`src/rtl/lif_pkg.sv`:
```
// -----------------------------------------------------------------------------
// lif_pkg
// Shared definitions for the leaky integrate-and-fire neuron array:
//   - post-spike reset-mode constants (RESET_ZERO, RESET_SUB)
//   - per-channel refractory state encoding
//   - saturating unsigned add helper
// -----------------------------------------------------------------------------
package lif_pkg;

  localparam int RESET_ZERO = 0;
  localparam int RESET_SUB  = 1;

  localparam logic [0:0] ST_INTEGRATE = 1'b0;
  localparam logic [0:0] ST_REFRACT   = 1'b1;

  // Unsigned a + b clamped to 2^width - 1 (width <= 31).
  function automatic logic [31:0] sat_add(input logic [31:0] a,
                                          input logic [31:0] b,
                                          input int          width);
    logic [32:0] sum;
    logic [32:0] max_v;
    sum   = {1'b0, a} + {1'b0, b};
    max_v = (33'd1 << width) - 33'd1;
    return (sum > max_v) ? max_v[31:0] : sum[31:0];
  endfunction

endpackage

```
`src/rtl/lif_neuron_core.sv`:
```
// -----------------------------------------------------------------------------
// lif_neuron_core
// One leaky integrate-and-fire neuron: membrane potential, refractory counter
// and (with LIF_SPIKE_COUNT_EN defined) a saturating spike counter.
//
// Ports:
//   clk, reset_n       clock / asynchronous active-low reset
//   stop               freeze; overrides step_en
//   step_en            time-step strobe
//   current            input current for this channel
//   threshold          firing threshold, 0 disables firing
//   spike              one-cycle spike pulse (registered)
//   v_out              registered membrane potential
//   count_clr          synchronous counter clear   (LIF_SPIKE_COUNT_EN only)
//   spike_count        saturating spike counter    (LIF_SPIKE_COUNT_EN only)
// -----------------------------------------------------------------------------
module lif_neuron_core
  import lif_pkg::*;
#(
  parameter int DATA_WIDTH    = 8,
  parameter int LEAK_SHIFT    = 3,
  parameter int REFRACT_STEPS = 2,
  parameter int RESET_MODE    = RESET_ZERO
`ifdef LIF_SPIKE_COUNT_EN
  ,
  parameter int CNT_WIDTH     = 16
`endif
) (
  input  logic                  clk,
  input  logic                  reset_n,
  input  logic                  stop,
  input  logic                  step_en,
  input  logic [DATA_WIDTH-1:0] current,
  input  logic [DATA_WIDTH-1:0] threshold,
`ifdef LIF_SPIKE_COUNT_EN
  input  logic                  count_clr,
  output logic [CNT_WIDTH-1:0]  spike_count,
`endif
  output logic                  spike,
  output logic [DATA_WIDTH-1:0] v_out
);

  localparam int RCNT_W = (REFRACT_STEPS > 0) ? $clog2(REFRACT_STEPS + 1) : 1;

  logic [DATA_WIDTH-1:0] v_q, v_d;
  logic [0:0]            st_q, st_d;
  logic [RCNT_W-1:0]     rcnt_q, rcnt_d;
  logic                  spike_q, spike_d;

  logic                  step;
  logic [DATA_WIDTH-1:0] leaked;
  logic [DATA_WIDTH-1:0] sum;

  assign step   = step_en & ~stop;
  // v - (v >> k) never underflows, so only the add of current needs clamping.
  assign leaked = v_q - (v_q >> LEAK_SHIFT);
  assign sum    = DATA_WIDTH'(sat_add(32'(leaked), 32'(current), DATA_WIDTH));

  always_comb begin
    v_d     = v_q;
    st_d    = st_q;
    rcnt_d  = rcnt_q;
    spike_d = 1'b0;
    if (step) begin
      if (st_q == ST_REFRACT) begin
        // Membrane frozen; leave refractory on the step that consumes the last count.
        rcnt_d = rcnt_q - RCNT_W'(1);
        if (rcnt_q == RCNT_W'(1)) begin
          st_d = ST_INTEGRATE;
        end
      end else if ((threshold != '0) && (sum >= threshold)) begin
        spike_d = 1'b1;
        v_d     = (RESET_MODE == RESET_SUB) ? (sum - threshold) : '0;
        if (REFRACT_STEPS > 0) begin
          st_d   = ST_REFRACT;
          rcnt_d = RCNT_W'(REFRACT_STEPS);
        end
      end else begin
        v_d = sum;
      end
    end
  end

  always_ff @(posedge clk or negedge reset_n) begin
    if (!reset_n) begin
      v_q     <= '0;
      st_q    <= ST_INTEGRATE;
      rcnt_q  <= '0;
      spike_q <= 1'b0;
    end else begin
      v_q     <= v_d;
      st_q    <= st_d;
      rcnt_q  <= rcnt_d;
      spike_q <= spike_d;
    end
  end

  assign spike = spike_q;
  assign v_out = v_q;

`ifdef LIF_SPIKE_COUNT_EN
  logic [CNT_WIDTH-1:0] cnt_q, cnt_d;

  // Clear takes priority over a spike landing on the same edge.
  always_comb begin
    cnt_d = cnt_q;
    if (count_clr) begin
      cnt_d = '0;
    end else if (spike_d && (cnt_q != '1)) begin
      cnt_d = cnt_q + CNT_WIDTH'(1);
    end
  end

  always_ff @(posedge clk or negedge reset_n) begin
    if (!reset_n) begin
      cnt_q <= '0;
    end else begin
      cnt_q <= cnt_d;
    end
  end

  assign spike_count = cnt_q;
`endif

endmodule

```
`src/rtl/lif_neuron_array.sv`:
```
// -----------------------------------------------------------------------------
// lif_neuron_array
// N_NEURONS independent leaky integrate-and-fire neurons updated in parallel on
// a global time-step strobe. Optional per-channel spike counters are built when
// the macro LIF_SPIKE_COUNT_EN is defined.
//
// Ports:
//   clk, reset_n   clock / asynchronous active-low reset
//   stop           freeze; step_en ignored while high
//   step_en        one-cycle time-step strobe
//   current        per-channel currents, channel i at [i*DATA_WIDTH +: DATA_WIDTH]
//   threshold      shared firing threshold, 0 disables firing
//   spike          per-channel one-cycle spike pulses
//   v_out          per-channel registered membrane potentials
//   count_clr      clear all spike counters     (LIF_SPIKE_COUNT_EN only)
//   spike_count    per-channel spike counters   (LIF_SPIKE_COUNT_EN only)
// -----------------------------------------------------------------------------
module lif_neuron_array
  import lif_pkg::*;
#(
  parameter int N_NEURONS     = 4,
  parameter int DATA_WIDTH    = 8,
  parameter int LEAK_SHIFT    = 3,
  parameter int REFRACT_STEPS = 2,
  parameter int RESET_MODE    = RESET_ZERO
`ifdef LIF_SPIKE_COUNT_EN
  ,
  parameter int CNT_WIDTH     = 16
`endif
) (
  input  logic                            clk,
  input  logic                            reset_n,
  input  logic                            stop,
  input  logic                            step_en,
  input  logic [N_NEURONS*DATA_WIDTH-1:0] current,
  input  logic [DATA_WIDTH-1:0]           threshold,
`ifdef LIF_SPIKE_COUNT_EN
  input  logic                            count_clr,
  output logic [N_NEURONS*CNT_WIDTH-1:0]  spike_count,
`endif
  output logic [N_NEURONS-1:0]            spike,
  output logic [N_NEURONS*DATA_WIDTH-1:0] v_out
);

  for (genvar i = 0; i < N_NEURONS; i++) begin : g_ch
    lif_neuron_core #(
      .DATA_WIDTH    (DATA_WIDTH),
      .LEAK_SHIFT    (LEAK_SHIFT),
      .REFRACT_STEPS (REFRACT_STEPS),
      .RESET_MODE    (RESET_MODE)
`ifdef LIF_SPIKE_COUNT_EN
      ,
      .CNT_WIDTH     (CNT_WIDTH)
`endif
    ) u_core (
      .clk         (clk),
      .reset_n     (reset_n),
      .stop        (stop),
      .step_en     (step_en),
      .current     (current[i*DATA_WIDTH +: DATA_WIDTH]),
      .threshold   (threshold),
`ifdef LIF_SPIKE_COUNT_EN
      .count_clr   (count_clr),
      .spike_count (spike_count[i*CNT_WIDTH +: CNT_WIDTH]),
`endif
      .spike       (spike[i]),
      .v_out       (v_out[i*DATA_WIDTH +: DATA_WIDTH])
    );
  end

endmodule

```
`config.mk`:
```
export PLATFORM = sky130hd
export DESIGN_NAME = lif_neuron_array
export DESIGN_NICKNAME = d
export VERILOG_FILES = /design/src/rtl/lif_pkg.sv /design/src/rtl/lif_neuron_core.sv /design/src/rtl/lif_neuron_array.sv
export SDC_FILE = /design/constraint.sdc
export NUM_CORES = 1
export LEC_CHECK = 0
export CAP_MARGIN = 30
export CORE_ASPECT_RATIO = 0.6
export CORE_MARGIN = 3
export CORE_UTILIZATION = 60
export DETAILED_ROUTE_END_ITERATION = 10
export MAX_ROUTING_LAYER = met4
export PLACE_DENSITY = 0.93
export SLEW_MARGIN = 15
export SYNTH_ARGS = -nofsm -noshare
export SYNTH_HDL_FRONTEND = slang
export SYNTH_SLANG_ARGS = --single-unit
```
`constraint.sdc`:
```
create_clock -name clk -period 9.2 [get_ports clk]
set_input_delay 1.38 -clock clk [delete_from_list [all_inputs] [get_ports clk]]
set_output_delay 1.38 -clock clk [all_outputs]
set_load 0.05 [all_outputs]
```
### Word-level counts from Yosys, hierarchy flattened

Index checks and enable logic that the tools add are counted.

| word-level totals | value |
|---|---|
| output and inout bits | 36 |
| register bits after elaboration | 48 |
| input port bits | 44 |

| cells by class | value |
|---|---|
| reduce and logical (&&, ||, !) cells | 17 |
| equal/unequal tests | 4 |
| $add $sub $neg | 12 |
| $lt $le $gt $ge | 8 |
| bitwise operators | 6 |
| mux-type cells | 36 |

Operators with widths:

| operator | count |
|---|---|
| 8-bit 2-to-1 mux | 8 |
| 8-bit by 8-bit adder with 9-bit output | 4 |
| 9-bit by 8-bit greater-than comparator with 1-bit output (second input constant) | 4 |
| 8-bit greater-or-equal comparator | 4 |
| 8-bit by 5-bit subtractor with 8-bit output | 4 |
| 1-bit 2-to-1 mux | 20 |
| 2-bit 2-to-1 mux | 8 |
| 2-bit AND reduction | 8 |
| 2-bit by 1-bit equality test with 1-bit output (second input constant) | 4 |
| 2-bit nonzero test | 4 |
| 8-bit nonzero test | 1 |
| 2-bit by 1-bit subtractor with 2-bit output (second input constant) | 4 |
| 1-bit NOT | 5 |
| 1-bit logical AND | 4 |
| 1-bit bitwise AND | 1 |

### Longest topological paths before layout

Gate-level depths: netlist (run 1).

| logic depth | value |
|---|---|
| depth in word-level cells | 9 |
| gate-level depth with buffers | 22 |
| gate-level depth less buffers | 22 |

### Hierarchy

Synthesis (run 1) repeated with hierarchy kept, for this count alone.

| second synthesis, totals | value |
|---|---|
| cells, all modules | 654 |
| area total of the unflattened synthesis | 5500.3 um^2 |

By module, submodules not included:

| module | instances | sequential area each (um^2) | area each (um^2) | cells each |
|---|---|---|---|---|
| lif_neuron_core (g_ch[2].u_core ...) | 2 | 300.3 | 1402.6 | 168 |
| lif_neuron_core (g_ch[1].u_core) | 1 | 300.3 | 1400.1 | 172 |
| lif_neuron_core (g_ch[0].u_core) | 1 | 300.3 | 1295.0 | 146 |

### Worst setup path before layout (run 1)

OpenSTA, ideal clock, no wires.

| timing | value |
|---|---|
| kind | flip-flop to flip-flop |
| start | register g_ch[3].u_core.v_q[0] |
| end | register g_ch[3].u_core.v_q[1] |
| path slack | 4.506 ns |
| required time | 9.135 ns |
| arrival | 4.629 ns |
| cell stages (with the launch flop) | 21 |
| buffers on the path | 1 |
| cell sequence | dfrtp_1 inv_1 ha_1 fa_1 nor2b_1 o21ai_1 nand2b_1 xor2_1 ha_1 a21o_1 a221o_1 a311o_2 nor2_2 inv_1 ha_1 a2111o_1 a31oi_1 o21ai_1 clkbuf_1 a211oi_1 a21o_1 |

| on the way | value |
|---|---|
| longest elaborated chain between the ends | 7 |

Ends and longest elaborated chain:

| element | RTL line | text |
|---|---|---|
| start, declared | lif_neuron_core.sv:45 | `logic [DATA_WIDTH-1:0] v_q, v_d;` |
| start signal, assigned | lif_neuron_core.sv:91 | `v_q <= v_d;` |
| 8-bit by 5-bit subtractor with 8-bit output (*) | lif_neuron_core.sv:56 | `assign leaked = v_q - (v_q >> LEAK_SHIFT);` |
| 8-bit by 8-bit adder with 9-bit output (*) | lif_pkg.sv:22 | `sum = {1'b0, a} + {1'b0, b};` |
| 9-bit by 8-bit greater-than comparator with 1-bit output | lif_pkg.sv:24 | `return (sum > max_v) ? max_v[31:0] : sum[31:0];` |
| 8-bit 2-to-1 mux (*) | lif_pkg.sv:24 |  |
| 8-bit greater-or-equal comparator | lif_neuron_core.sv:71 | `end else if ((threshold != '0) && (sum >= threshold)) begin` |
| 1-bit logical AND | lif_neuron_core.sv:71 |  |
| 8-bit 2-to-1 mux (*) | lif_neuron_core.sv:71 |  |

Mark *: on every way between the ends. The rest lies on a longest branch, timed or not.
A chain may end at the register's enable or synchronous reset.

### Worst setup path after layout (run 1)

| timing | value |
|---|---|
| start | input port current[24] |
| end | register g_ch[3].u_core.rcnt_q[0] |

| on the way | value |
|---|---|
| longest elaborated chain between the ends | 7 |

Ends and longest elaborated chain:

| element | RTL line | text |
|---|---|---|
| start, declared | lif_neuron_array.sv:35 | `input logic [N_NEURONS*DATA_WIDTH-1:0] current,` |
| 8-bit by 8-bit adder with 9-bit output (*) | lif_pkg.sv:22 |  |
| 9-bit by 8-bit greater-than comparator with 1-bit output | lif_pkg.sv:24 |  |
| 8-bit 2-to-1 mux (*) | lif_pkg.sv:24 |  |
| 8-bit greater-or-equal comparator (*) | lif_neuron_core.sv:71 |  |
| 1-bit logical AND (*) | lif_neuron_core.sv:71 |  |
| 2-bit nonzero test (no source line) (*) | - |  |
| 2-bit AND reduction (no source line) (*) | - |  |
| end signal, assigned | lif_neuron_core.sv:93 | `rcnt_q <= rcnt_d;` |
| end, declared | lif_neuron_core.sv:47 | `logic [RCNT_W-1:0] rcnt_q, rcnt_d;` |

Marked as above.

==> results of run 1 <==
metrics by stage:
stage               util (%)  hold slack (ns)  setup slack [ns]  instances
finish                  76.1            0.515              4.23        789
CTS                     76.1            0.517              4.30        789
global route            76.1            0.545              3.87        789
floorplan                  -            0.473              4.51        605
global placement        73.9            0.487              4.16        780
detailed placement      74.2            0.499              4.01        781
path summary, 6_finish.rpt:
path	slack, ns	cells past startpoint	from	to
setup reg to reg	4.24	20	g_ch[3].u_core.v_out[4]$_DFFE_PN0P_	g_ch[3].u_core.rcnt_q[0]$_DFFE_PN0P_
min in group asynchronous	1.14	1	reset_n	g_ch[1].u_core.v_out[1]$_DFFE_PN0P_
setup / recovery	4.23	16	current[24]	g_ch[3].u_core.rcnt_q[0]$_DFFE_PN0P_
max in group asynchronous	7.51	2	reset_n	g_ch[0].u_core.v_out[1]$_DFFE_PN0P_
hold reg to reg	0.52	1	g_ch[0].u_core.rcnt_q[0]$_DFFE_PN0P_	g_ch[0].u_core.rcnt_q[0]$_DFFE_PN0P_
hold / removal	0.52	1	g_ch[0].u_core.rcnt_q[0]$_DFFE_PN0P_	g_ch[0].u_core.rcnt_q[0]$_DFFE_PN0P_
cells in the final DEF, fill, tap and decap left out, types with 17 or more instances in the layout:
cell type / instances
ha_1: 88
inv_1: 79
clkdlybuf4s50_1: 78
nor2_1: 50
nand2_1: 49
dfrtp_1: 48
a21oi_1: 32
o21ai_1: 28
xnor2_1: 23
o31ai_1: 20
a211oi_1: 17
synth_stat cells, types with 5 or more instances:
library cell  instances  area (sq um)
a211o_1               6          52.6
dfrtp_1              48          1200
a211oi_1             17           128
nor2b_1              15          93.8
nor3_1                7          35.0
a21oi_1              32           160
nor2_1               50           188
a21o_1               14           105
xnor2_1              23           201
a41o_1                8          80.1
xor2_1               13           114
a31oi_1               7          43.8
ha_1                 88          1100
nand2_1              49           184
and2_1                7          43.8
o21ai_1              28           140
nand3_1               7          35.0
o21ai_0               5          25.0
inv_1                79           297
clkbuf_1              8          30.0
o31ai_1              20           150
fa_1                  8           160
nand2b_1             10          62.6
inv_2                 5          18.8
worst reg2reg max path: stages, from the launching register on:
cell and delay [ns]:
dfrtp_1 0.49, inv_1 0.08, ha_1 0.26, nor2b_1 0.13
o21ai_1 0.16, a21boi_1 0.11, o21ai_1 0.19, nor2b_1 0.20
xnor2_1 0.15, ha_1 0.29, and2_1 0.16, a221o_1 0.39
a311oi_2 0.42, nand2_1 0.11, ha_1 0.32, nand2_1 0.07
o21ai_1 0.17, a31oi_1 0.11, o21ai_1 0.63, o21ai_1 0.19
a21o_1 0.22
state kept, by name, indices dropped and copies added, names as in the netlist:
name / flops
g_ch.u_core.st_q: 4
g_ch.u_core.rcnt_q: 8
g_ch.u_core.v_out: 32
g_ch.u_core.spike: 4
per-layer routing:
metal  wire (um)  vias up  global-route usage (%)
li1            -     2281                       -
met5           0        -                       -
met3         942       41                    4.87
met2        5920      214                    45.4
met4         250        0                    6.02
met1        5870     2221                    37.8
area by class of cell:
class | instances | area, sq um | area share (%)
Multi-Input combinational cell | 460 | 3470 | 57.0
Sequential cell | 48 | 1200 | 19.7
Timing Repair Buffer | 81 | 821 | 13.5
Inverter | 84 | 315 | 5.18
Clock buffer | 8 | 146 | 2.40
Tap cell | 108 | 135 | 2.22
cell families after synthesis:
family	Yosys count
compound gates	165
xor+xnor	36
fa+ha+maj	96
buf+inv	97
flops	48
simple gates	163
==> run_results.csv, run 1 <==
group,metric,value,unit
logic_synthesis,synth_mux_area_share,0,%
job,maxCapViolations,0,
place,portBuffers,79,
setup_path,crit_fanout,11,
sta,drv_slew,0,
drt,wire_per_inst,16.5,um
die,fp.dieW,124,um
setup_path,cpMostUsedCell,"o21ai_1",
global_route,overflow,0,
sta,hold_viol,0,
logic_synthesis,yosys_warnings,0,
clocking,clk_latency,0.29,ns
setup_path,path_cells,"clkdlybuf4s50_1 > ha_1 > inv_1 > fa_1 > nor2b_1 > o21a_1 > a221o_1 > a311oi_2 > nand2_1 > ha_1 > nand2_1 > o21ai_1 > a31oi_1 > o21ai_1 > o21ai_1 > a21o_1",
drt,antenna_left,0,
logic_synthesis,ys.flop_type,"dfrtp_1",
sta,rsz0062_at_grt,"no",
sta,worstMarginPinSlew,0.851,ns
finish,final_nets,820,
place,gp_congestion,0.892,
drt,drt-pass1-iter-count,5,
sta,finalClockSkew,0.00502,ns
clocking,cts_tree,"done",
die,fp.dieH,77.1,um
global_route,grt_usage,28.2,%
clocking,post_cts_buffers,0,
finish,finalInstanceArea,6090,sq um
sta,setup_tns,0,ns
logic_synthesis,synth_top_family_by_area,"adder cells",
setup_path,path_class,"input pin to register",
sta,slew_headroom,43.2,%
clocking,cts_root_buffer,"clkbuf_16",
setup_path,cpLargestDelayFamily,"compound AO/OA/AOI/OAI gates",
die,die_area,9590,sq um
setup_path,worst-path-buf-inv,2,
drt,wirelength,13.0,mm
finish,fill_cells,570,
logic_synthesis,synthesis.area,5050,sq um
logic_synthesis,synth_edf_count,0,
global_route,antenna_found_initial,0,
clocking,cts.sinks,48,
place,place_area,5940,sq um
finish,area_growth,20.6,%
sta,setup_viol,0,
run_status,status,"finished clean",
sta,fin_crit,4.97,ns
logic_synthesis,async_flop_share,100,%
drt,detail_route.iter0.violations,376,
logic_synthesis,synthXorXnorAreaFrac,6.24,%
min_path,min_path_type,"register to register",
global_route,grt_pass1_vias,4745,
place,hpwl,10.4,mm
clocking,postCtsHoldBufs,0,
finish,n_antenna_cell,0,
logic_synthesis,synth_compound_area_share,22.4,%
die,core.rowCount,25,
setup_path,worstPathRequired,9.39,ns
clocking,clkTransAtPathRegs,0.07,ns
drt,routed_via_density,6.03,
global_route,grt_max_degree,40,
setup_path,end_kind,"register",
logic_synthesis,synth-seq-cells,48,
finish,drive_gt1_share,3.52,%
die,ios,80,
drt,vias,4757,
setup_path,crit_path_start_kind,"input pin",
clocking,cts_resized,0,
clocking,cts_max_path_buffers,2,
logic_synthesis,postSynthAreaPerCell,8.35,sq um
clocking,numCtsBuffers,5,
die,core,8010,sq um
global_route,grt_pass1_wl,22.2,mm
clocking,htree_levels,2,
logic_synthesis,ys_seq_area_share,23.8,%
setup_path,worstPathArrival,5.15,ns
drt,drc,0,
setup_path,cpMaxStageDelayCell,"o21ai_1",
logic_synthesis,synth_fa_ha_area_share,25.0,%
logic_synthesis,syn_nets,745,
sta,min_period_over_period,54.0,%
sta,max_freq,0.201,GHz
logic_synthesis,yosys.area_share.simple,15.0,%
logic_synthesis,synth_cell_type_count,49,
setup_path,critPathMaxStageDelay,0.63,ns
die,start_util,63.1,%
logic_synthesis,synthCells,605,
Power of run 1 is left out: the tool's default activity adds up to more than one toggle a clock period on the data nets, which glitch-free logic cannot reach.
==> run 2: changes to the inputs <==
--- a/config.mk
+++ b/config.mk
@@ -8,10 +8,10 @@
 export CAP_MARGIN = 30
 export CORE_ASPECT_RATIO = 0.6
 export CORE_MARGIN = 3
-export CORE_UTILIZATION = 60
+export CORE_UTILIZATION = 50
 export DETAILED_ROUTE_END_ITERATION = 10
 export MAX_ROUTING_LAYER = met4
-export PLACE_DENSITY = 0.93
+export PLACE_DENSITY = 0.83
 export SLEW_MARGIN = 15
 export SYNTH_ARGS = -nofsm -noshare
 export SYNTH_HDL_FRONTEND = slang
==> constraint.sdc (replaced) <==
create_clock -name clk -period 4.3 [get_ports clk]
set_input_delay 0.645 -clock clk [delete_from_list [all_inputs] [get_ports clk]]
set_output_delay 0.645 -clock clk [all_outputs]
set_load 0.05 [all_outputs]
==> run 2 against run 1 <==
  * The flow now finishes with violations (negative setup slack)
  * Wire length up 34%
  * Global-route usage down 1.2 points
  * Register-to-register slack worse by 4.4 ns
  * Clock skew down 0.0026 ns
  * Critical path depth up 3
  * Non-clock buffer count up 90
  * Sequential share of layout area down 4.0 points
  * Highest routed layer unchanged
==> run_results.csv, run 2 (synthesized netlist as in run 1, its figures left out) <==
group,metric,value,unit
run_status,status,"finished, violations left",
die,ios,80,
global_route,overflow,0,
setup_path,path_class,"register to register",
global_route,grt_usage,27.0,%
clocking,postCtsHoldBufs,0,
die,fp.dieW,136,um
finish,n_antenna_cell,0,
sta,fin_crit,4.51,ns
sta,min_period_over_period,105,%
setup_path,worstPathRequired,4.54,ns
die,core,9490,sq um
setup_path,crit_path_start_kind,"register",
finish,drive_gt1_share,34.0,%
finish,largest_reg_flops,32,
sta,worstMarginPinSlew,0.981,ns
sta,hold_viol,0,
drt,met2_wirelength,8.15,mm
drt,wirelength,17.4,mm
setup_path,worstPathArrival,4.75,ns
finish,layout_common_cells,"buf_4 (83), clkdlybuf4s50_1 (78), inv_1 (70), ha_1 (68), nand2_1 (46)",
drt,wl_met1,7.82,mm
drt,drt-pass1-iter-count,5,
clocking,htree_levels,2,
setup_path,crit_fanout,6,
drt,routed_via_density,5.90,
die,fp.dieH,83.8,um
sta,drv_slew,0,
drt,detail_route.iter0.violations,403,
place,place_inst,850,
run_status,violations,"negative setup slack",
setup_path,crit_start,"g_ch[3].u_core.v_out[3]$_DFFE_PN0P_",
place,gp_congestion,0.922,
finish,area_growth,52.9,%
drt,vias,5329,
min_path,min_path_type,"input pin to async pin",
die,start_util,53.2,%
die,die_area,11400,sq um
clocking,cts_max_path_buffers,2,
drt,antenna_left,0,
setup_path,crit-reg2reg-launch,"g_ch[3].u_core.v_out[3]$_DFFE_PN0P_",
sta,layout_setup_ws,-0.207,ns
sta,setup_viol,31,
drt,route.met3.wl,1.04,mm
clocking,cts_root_buffer,"clkbuf_16",
global_route,antenna_found_initial,0,
clocking,clkTransAtPathRegs,0.07,ns
finish,fill_cells,530,
global_route,grt_pass1_wl,24.4,mm
global_route,grt_pass1_vias,5082,
place,hpwl,11.0,mm
finish,final_common_cell,"buf_4",
finish,fin_util,81.3,%
sta,slew_headroom,34.3,%
clocking,numCtsBuffers,5,
place,portBuffers,79,
finish,finalInstanceArea,7720,sq um
drt,wire_per_inst,19.3,um
finish,finalNonFillerCells,903,
job,maxCapViolations,0,
finish,final_nets,912,
setup_path,end_kind,"register",
sta,finalClockSkew,0.00245,ns
place,place_area,6360,sq um
die,core.rowCount,27,
sta,max_freq,0.222,GHz
clocking,clk_latency,0.29,ns
clocking,cts_tree,"done",
clocking,cts.sinks,48,
drt,drc,0,
sta,rsz0062_at_grt,"yes",
drt,dr.max_layer_used,"met4",
global_route,grt_max_degree,31,
==> run 2: changes by cell type in the layout (fill, tap and decap cells not counted), sizes merged <==
cell / change
a21oi: +2
buf: +90
==> run 2: worst max-delay path: stages, from the launching register on <==
cell      delay (ns)
dfrtp_2         0.45
ha_4            0.19
fa_2            0.36
nor2b_1         0.12
o21ai_1         0.08
nand2b_1        0.16
xor2_2          0.18
ha_1            0.29
a21o_1          0.21
a221o_1         0.37
or3_1           0.40
a21oi_2         0.17
inv_1           0.07
ha_1            0.21
a2111o_1        0.45
a31oi_4         0.21
o21ai_4         0.10
buf_6           0.16
a211oi_2        0.16
a21o_1          0.11
==> run 2: stage by stage <==
stage          TNS [ns]  hold WS (ns)  setup slack (ns)
3_3_place_gp     -0.954         0.490            -0.195
5_1_grt           -9.17         0.327            -0.386
4_1_cts          -0.293         0.310           -0.0639
3_5_place_dp      -5.19         0.498            -0.274
2_1_floorplan    -0.191         0.349           -0.0289
6_report          -3.22         0.294            -0.207
==> run 2: layout make-up <==
| class | count | area (sq um) | area share (%) |
|---|---|---|---|
| multi-input cells | 462 | 4360 | 56.5 |
| clock buffers | 8 | 146 | 1.90 |
| well taps | 130 | 163 | 2.11 |
| inverters | 84 | 318 | 4.12 |
| repair buffers | 171 | 1520 | 19.7 |
| flip-flops and latches | 48 | 1210 | 15.7 |
==> run 2: final timing paths <==
path | end | slack (ns) | cells past startpoint
min | g_ch[3].u_core.v_out[2]$_DFFE_PN0P_ | 0.29 | 1
min reg2reg | g_ch[0].u_core.v_out[0]$_DFFE_PN0P_ | 0.52 | 2
min in group clk | g_ch[0].u_core.v_out[0]$_DFFE_PN0P_ | 0.52 | 2
max | g_ch[3].u_core.v_out[2]$_DFFE_PN0P_ | -0.21 | 19
max reg2reg | g_ch[3].u_core.v_out[2]$_DFFE_PN0P_ | -0.21 | 19
max in group asynchronous | g_ch[2].u_core.v_out[0]$_DFFE_PN0P_ | 3.45 | 2
==> run 2: what timing repair did <==
action,4_1_cts,5_1_grt
pin swaps,42,90
cloned,1,1
setup buffers,21,22
gates resized for setup,53,125
setup endpoints to repair,42,48
==> run 2: metal layers <==
| metal | vias up | global-route usage, % |
|---|---|---|
| met5 | - | - |
| met4 | 0 | 6.40 |
| met2 | 241 | 42.8 |
| li1 | 2460 | - |
| met3 | 40 | 3.98 |
| met1 | 2588 | 36.6 |
Power of run 2 is left out for the same reason.
==> run 3: changes to the inputs <==
--- a/config.mk
+++ b/config.mk
@@ -10,6 +10,7 @@
 export CORE_MARGIN = 3
 export CORE_UTILIZATION = 50
 export DETAILED_ROUTE_END_ITERATION = 10
+export HOLD_SLACK_MARGIN = 0.15
 export MAX_ROUTING_LAYER = met4
 export PLACE_DENSITY = 0.83
 export SLEW_MARGIN = 15
==> results of run 3 <==
Final layout, timing and power as in run 2 (identical DEF).
Power of run 3 is left out for the same reason.
